--- config.mk ---
export PLATFORM = sky130hd
export DESIGN_NAME = f_adder
export DESIGN_NICKNAME = d
export VERILOG_FILES = /design/src/rtl/arith_pkg.sv /design/src/rtl/full_adder_bit.sv /design/src/rtl/f_adder.sv
export SDC_FILE = /design/constraint.sdc
export NUM_CORES = 1
export LEC_CHECK = 0
export BUFFER_PORTS_ARGS = -buffer_cell sky130_fd_sc_hd__buf_2
export CORE_AREA = 2 2 39 41
export CTS_BUF_LIST = sky130_fd_sc_hd__clkbuf_8
export CTS_CLUSTER_DIAMETER = 30
export DETAILED_ROUTE_END_ITERATION = 16
export DIE_AREA = 0 0 41 43
export SKIP_LAST_GASP = 1
export SLEW_MARGIN = 20
export SYNTH_ARGS = -nofsm -noshare
export SYNTH_HDL_FRONTEND = slang
export SYNTH_HIERARCHICAL = 1
export SYNTH_SLANG_ARGS = --single-unit
--- constraint.sdc ---
create_clock -name clk -period 0.8 [get_ports clk]
set_input_delay 0.04 -clock clk [delete_from_list [all_inputs] [get_ports clk]]
set_output_delay 0.04 -clock clk [all_outputs]
set_load 0.1 [all_outputs]
--- src/rtl/arith_pkg.sv ---
// Shared constants for the arithmetic leaf blocks.
package arith_pkg;

   localparam int ADDER_WIDTH_DEFAULT = 4;

endpackage : arith_pkg

--- src/rtl/full_adder_bit.sv ---
// One-bit full adder; the ripple chain in f_adder is built from these.
module full_adder_bit (
   input  logic x,
   input  logic y,
   input  logic ci,
   output logic sum,
   output logic co
);

   assign sum = x ^ y ^ ci;
   assign co  = (x & y) | (x & ci) | (y & ci);

endmodule : full_adder_bit

--- src/rtl/f_adder.sv ---
// Registered unsigned ripple-carry adder: {c_out, s} is a + b, one cycle after the operands.
module f_adder
   import arith_pkg::*;
#(
   parameter int WIDTH = ADDER_WIDTH_DEFAULT
) (
   input  logic             clk,
   input  logic             rst_n,
   input  logic [WIDTH-1:0] a,
   input  logic [WIDTH-1:0] b,
   output logic [WIDTH-1:0] s,
   output logic             c_out
);

   logic [WIDTH:0]   carry;
   logic [WIDTH-1:0] sum;

   assign carry[0] = 1'b0;

   for (genvar i = 0; i < WIDTH; i++) begin : g_bit
      full_adder_bit u_bit (
         .x   (a[i]),
         .y   (b[i]),
         .ci  (carry[i]),
         .sum (sum[i]),
         .co  (carry[i+1])
      );
   end

   // Sum and carry share one register so they always describe the same operands.
   always_ff @(posedge clk or negedge rst_n) begin
      if (!rst_n) begin
         s     <= '0;
         c_out <= 1'b0;
      end else begin
         s     <= sum;
         c_out <= carry[WIDTH];
      end
   end

endmodule : f_adder

==> summary.md, run 1 <==
| Metric | Value |
|---|---|
| Final #Nets | `44` |
| Hold Path Class | `input port to register` |
| Clk network pwr share | `33.3%` |
| Compound-Gate Fraction of Synth Area | `0%` |
| Post-Synth Simple-Gate Area | `0%` |
| Hold_ws | `88.22 ps` |
| RSZ-0062 raised after global routing | `true` |
| Total core area | `1384 µm²` |
| Post-synthesis adder-cell area fraction | `38.32%` |
| Violated checks | `negative setup slack` |
| CP Capture Type | `register` |
| Fraction of layout instances using a drive strength above 1 | `82.76%` |
| Final count of pins violating max slew | `0` |
| Power Total | `approximately 1.4 mW` |
| Post-synth net total | `24` |
| CP cell instances | `buf_6 > fa_2 > fa_2 > fa_2 > fa_1` |
| IO Count | `15` |
| Fin crit share | `190.9%` |
| GP Congestion | `slightly above 0.6` |
| Status | `finished with violations` |
| Global-route wire length before repair | `607 µm` |
| Post-CTS setup buffers | `0` |
| Htree depth | `1` |
| Delay-heaviest family, CP | `adder cells` |
| Row cnt | `14` |
| DR vias | `143` |
| Die W | `between 40 and 50 µm` |
| GRT Total Usage | `5.906%` |
| Die ar. | `1763 µm²` |
| Crit start category | `input port` |
| Switch Pwr | `approximately 0.52 mW` |
| Clk slew on worst S/H paths | `30 ps` |
| Final setup fails | `9` |
| CTS buffer count | `3` |
| CTS tree | `yes` |
| Fin. Hold Viols | `0` |
| Die Span Y | `43 µm` |
| Comb power frac | `around two fifths` |
| Crit path largest cell delay | `~420 ps` |
| Fmax | `654.8 MHz` |
| P per Cell Area | `between 2000 and 3000 nW/µm²` |
| Input/output buffers | `14` |
| Final instance area | `454.2 µm²` |
| DRC | `0` |
| CTS Buffer Depth | `2` |
| Max_cap viols | `0` |
| Setup TNS | `-2021 ps` |
| Post-synthesis sequential area ratio | `59.88%` |
| Leakage | `0.2020 nW` |
| Gr ovfl total | `0` |
| Dpl cell area | `386.6 µm²` |
| Most frequent CP cell | `fa_2` |
| WS Path Type | `input port to register` |
| Post-Route WL | `404 µm` |
| Post-route ant nets | `0` |
| Number of global-route vias before repair | `168` |
| Wire per inst | `8.978 µm` |
| Critical path buffers and inverters | `1` |
| Shortest clock period the worst path allows after layout | `1527 ps` |
| Initial DRT Pass Iterations | `2` |
| Mux cell area share after synthesis | `0%` |
| Cell Area, Synth | `209.0 µm²` |
| Sequential Power Share | `24.7%` |
| Maximum vdd ir drop | `about 0.75 mV` |
| N_diodes | `0` |
| Area share of xor/xnor cells in the synthesized design | `0%` |
| 1st-iter DRT viols | `1` |
| Clock sink count | `5` |
| Crit-path max FO | `1` |
| CP arrival | `1620 ps` |
| Syn Inst Count | `10` |
| Initial Utilization | `~15%` |
| DR vias/cell | `around 3.2` |
| Largest net degree at the start of global routing | `6` |
| Synth warn | `6` |
| Post-synth cell types | `3` |
| Syn Area/Cell | `20.90 µm²` |
| Crit path required time | `890 ps` |
| Initial antenna violation count | `0` |
| Largest family of logic cells by synthesized area | `adder cells` |
| Final worst setup slack | `-727.3 ps` |
| P&R area growth vs syn | `117.4%` |
| Switching Share | `38.44%` |
| Int Power | `0.8361 mW` |
| Root Buffer | `clkbuf_8` |
| Slowest cell on the critical path | `fa_1` |
| Yosys reg bits | `5` |
[power by group through the flow]
| stage | clock network [mW] | registers [mW] | logic [mW] |
|---|---|---|---|
| 3_5_place_dp | 0 | 0.341 | 0.566 |
| 5_1_grt | 0.473 | 0.340 | 0.596 |
| 3_3_place_gp | 0 | 0.340 | 0.561 |
| 4_1_cts | 0.461 | 0.337 | 0.573 |
| 6_report | 0.453 | 0.336 | 0.570 |
| 2_1_floorplan | 0 | 0.626 | 0.0301 |
[cell families (layout without fill, tap and decap cells)]
kind of cell,after synthesis,count (layout)
other,1,1
buffers and inverters,0,19
DFF,5,5
adders and majority gates,4,4
[placed cells by master, fill, tap and decap left out, drive strengths merged]
| master | Yosys | layout |
|---|---|---|
| fa | 4 | 4 |
| dfrtp | 5 | 5 |
| clkbuf | 0 | 3 |
| conb | 1 | 1 |
| buf | 0 | 14 |
| dlygate4sd3 | 0 | 1 |
| inv | 0 | 1 |
[sequential cells by signal, indices dropped and copies added, names as in the netlist]
name / cells
c_out: 1
s: 4
[per-layer routing]
metal | GRT usage [%] | wire, µm | part of all wire [%]
met1 | 5.724 | 156 | 39
met2 | 6.875 | 178 | 44
met3 | 3.665 | 69 | 17
met4 | 8.000 | 0 | 0
met5 | 0 | 0 | 0
[area by class of cell]
class,count,area (µm²)
clock buffers,3,41.29
clock inverters,1,3.754
flip-flops and latches,5,130.1
well taps,16,20.02
repair buffers,15,167.7
fillers,139,929.6
multi-input cells,5,91.34
[worst paths after layout]
check                      startpoint  endpoint  slack, ps  cells after the start
hold / removal                   a[3]      s[3]         90                      2
setup / recovery                 a[0]      s[3]       -730                      5
min in group asynchronous       rst_n      s[1]        180                      2
max in group asynchronous       rst_n      s[2]        470                      2
[timing repair]
action                                  4_1_cts  5_1_grt
endpoints found under the hold margin         5        0
hold buffers                                  1        0
resized for setup                             1        1
pin swaps                                     3        2
endpoints found under the setup margin        9        9
[cell usage after synthesis (all sizes together)]
library cell	instances	share of area (%)
dfrtp	5	60
fa	4	38
conb	1	1.8
[metrics by stage]
stage / utilization, % / setup slack (ps) / std cells
3_3_place_gp: 27.94 / -1004 / 40
5_1_grt: 32.82 / -774.1 / 45
2_1_floorplan: - / -864.1 / 10
3_5_place_dp: 27.94 / -1011 / 40
6_report: 32.82 / -727.3 / 45
4_1_cts: 32.37 / -728.2 / 45
Note: power is estimated with default switching activity, not from simulation.
==> inputs of run 2 (changes only) <==
--- a/config.mk
+++ b/config.mk
@@ -7,7 +7,7 @@
 export LEC_CHECK = 0
 export BUFFER_PORTS_ARGS = -buffer_cell sky130_fd_sc_hd__buf_2
 export CORE_AREA = 2 2 39 41
-export CTS_BUF_LIST = sky130_fd_sc_hd__clkbuf_8
+export CTS_BUF_LIST = sky130_fd_sc_hd__clkbuf_16
 export CTS_CLUSTER_DIAMETER = 30
 export DETAILED_ROUTE_END_ITERATION = 16
 export DIE_AREA = 0 0 41 43
==> run 2 against run 1 <==
  * The run still ends with negative setup slack left
  * Flip-flop and latch count did not move
  * Sequential power barely moved
  * Count of clock-buffer cells in the layout did not move
  * Wire length rose by 0.25%
  * Via count did not move
  * Global-route usage rose by 0.31 points
  * Die area did not move
  * Non-clock buffer count did not move
  * Clock power rose by 77%
  * Sequential share of layout area fell by 2.0 points
  * Cell count did not move
  * Critical path type unchanged
  * Critical endpoint unchanged
  * Largest cell class unchanged
==> summary.md, run 2 (same netlist as run 1, synthesis figures left out) <==
| Metric | Value |
|---|---|
| Die W | `41 µm (unchanged)` |
| Gr busiest metal | `met2` |
| N_diodes | `0 (unchanged)` |
| Row cnt | `14 (unchanged)` |
| Die Span Y | `43 µm (unchanged)` |
| Clk slew on worst S/H paths | `30 ps (about the same)` |
| Critical path buffers and inverters | `1 (unchanged)` |
| Htree depth | `1 (unchanged)` |
| Initial Utilization | `15.10% (unchanged)` |
| P per Cell Area | `3502 nW/µm² (+17%)` |
| Largest regs | `s x4, c_out x1` |
| Die ar. | `1763 µm² (unchanged)` |
| CP cell instances | `buf_6 > fa_2 > fa_2 > fa_2 > fa_1` |
| Hold Path Sink | `s[3]` |
| Clock sink count | `5 (unchanged)` |
| Commonest cells after routing, fill and taps aside | `7 x buf_2, 5 x buf_12, 4 x dfrtp_2` |
| Commonest non-fill, non-tap cell in the layout | `buf_2` |
| DR vias | `143 (unchanged)` |
| Final #Nets | `44 (unchanged)` |
| Finished Core Util | `35.26% (+2.4 points)` |
| Final worst setup slack | `-720.8 ps (+6.447 ps)` |
| Global-route wire length before repair | `641 µm (+5.6%)` |
| Fin. Hold Viols | `0 (unchanged)` |
| Largest net degree at the start of global routing | `6 (unchanged)` |
| Total core area | `1384 µm² (unchanged)` |
| Status | `finished with violations` |
| Crit path largest cell delay | `420 ps (about the same)` |
| Dpl cell area | `386.6 µm² (unchanged)` |
| GR Util met1 | `6.734% (+1.0 points)` |
| 1st-iter DRT viols | `0 (-1)` |
| GRT Total Usage | `6.212% (+0.31 points)` |
| Pre-CTS WS | `-1011 ps (unchanged)` |
| Initial DRT Pass Iterations | `1 (-1)` |
| Post-CTS setup buffers | `0 (unchanged)` |
| Post-Route WL | `405 µm (+0.25%)` |
| CTS buffer count | `3 (unchanged)` |
| Hold_ws | `81.60 ps (-6.621 ps)` |
| Leakage | `0.2174 nW (+7.6%)` |
| GP Congestion | `0.6052 (unchanged)` |
| Largest register FFs | `4 (unchanged)` |
| Post-route ant nets | `0 (unchanged)` |
| Shortest clock period the worst path allows after layout | `1521 ps (-6.447 ps)` |
| Slowest cell on the critical path | `fa_1` |
| CTS tree | `yes` |
| CP arrival | `1620 ps (about the same)` |
| Largest Register | `s` |
| Wire per inst | `9.000 µm (+0.25%)` |
| IO Count | `15 (unchanged)` |
| Input/output buffers | `14 (unchanged)` |
| DR vias/cell | `3.178 (unchanged)` |
| Violated checks | `negative setup slack` |
| WP depth | `5 (unchanged)` |
| Fin crit share | `190.1% (-0.81 points)` |
| Root Buffer | `clkbuf_16` |
| RSZ-0062 raised after global routing | `true` |
| Hold_sp | `a[3]` |
| P&R area growth vs syn | `133.5%` |
| Number of global-route vias before repair | `170 (+1.2%)` |
| Fraction of layout instances using a drive strength above 1 | `82.76% (unchanged)` |
| Crit path required time | `900 ps (about the same)` |
| Delay-heaviest family, CP | `adder cells` |
| Crit-path max FO | `1 (unchanged)` |
| WS Path Type | `input port to register` |
| CP Capture Type | `register` |
| Gr ovfl total | `0 (unchanged)` |
| DRC | `0 (unchanged)` |
| Met3 Use GR | `5.236% (+1.6 points)` |
| Initial antenna violation count | `0 (unchanged)` |
| Hold Path Depth | `2 (unchanged)` |
| Power Total | `1.709 mW (+26%)` |
| Final setup fails | `9 (unchanged)` |
| Final instance area | `488.0 µm² (+7.4%)` |
| Max_cap viols | `0 (unchanged)` |
| Most frequent CP cell | `fa_2` |
| Hold Path Class | `input port to register` |
| Final count of pins violating max slew | `0 (unchanged)` |
| Maximum vdd ir drop | `1.209 mV (+61%)` |
| Crit start category | `input port` |
| Met2 Use GR | `6.875% (unchanged)` |
| CTS Buffer Depth | `2 (unchanged)` |
| Fmax | `657.5 MHz (+0.42%)` |
-- run 2: cell counts in the layout (fill, tap and decap cells not counted) --
No cell type changed its count.
-- run 2: metal layers --
metal,routed length (µm),vias to the layer above
li1,-,65
met1,162,63
met2,174,15
met3,69,0
met4,0,0
met5,0,-
-- run 2: what timing repair did --
item,in CTS,in global routing
gates resized for setup,1,1
pin swaps,3,2
gates cloned,0,0
hold buffers,1,0
setup endpoints to repair,9,9
hold endpoints to repair,5,0
-- run 2: stage by stage --
stage | instances | setup TNS [ps]
floorplan | 10 | -2545
global placement | 40 | -2994
detailed placement | 40 | -3033
CTS | 45 | -2048
global route | 45 | -2238
finish | 45 | -2026
-- run 2: area by class of cell --
cell class | instances | area [µm²]
clock buffer | 3 | 75.07
clock inverter | 1 | 3.754
fill | 137 | 895.9
multi-input combinational | 5 | 91.34
sequential | 5 | 130.1
tap | 16 | 20.02
timing repair buffer | 15 | 167.7
-- run 2: how the worst max path moves through the flow --
stage / start / to / slack (ps)
finish: a[0] / s[3] / -720
CTS: a[0] / s[3] / -720
detailed placement: b[0] / s[3] / -1010
floorplan: b[0] / s[3] / -860
global route: a[0] / s[3] / -770
global placement: b[0] / s[3] / -1000
-- run 2: where the power goes --
| group | switching [mW] | total [mW] | internal (mW) |
|---|---|---|---|
| clock network | 0.156 | 0.803 | 0.647 |
| logic | 0.365 | 0.570 | 0.205 |
| registers | 0.0338 | 0.336 | 0.302 |
| total | 0.555 | 1.71 | 1.15 |
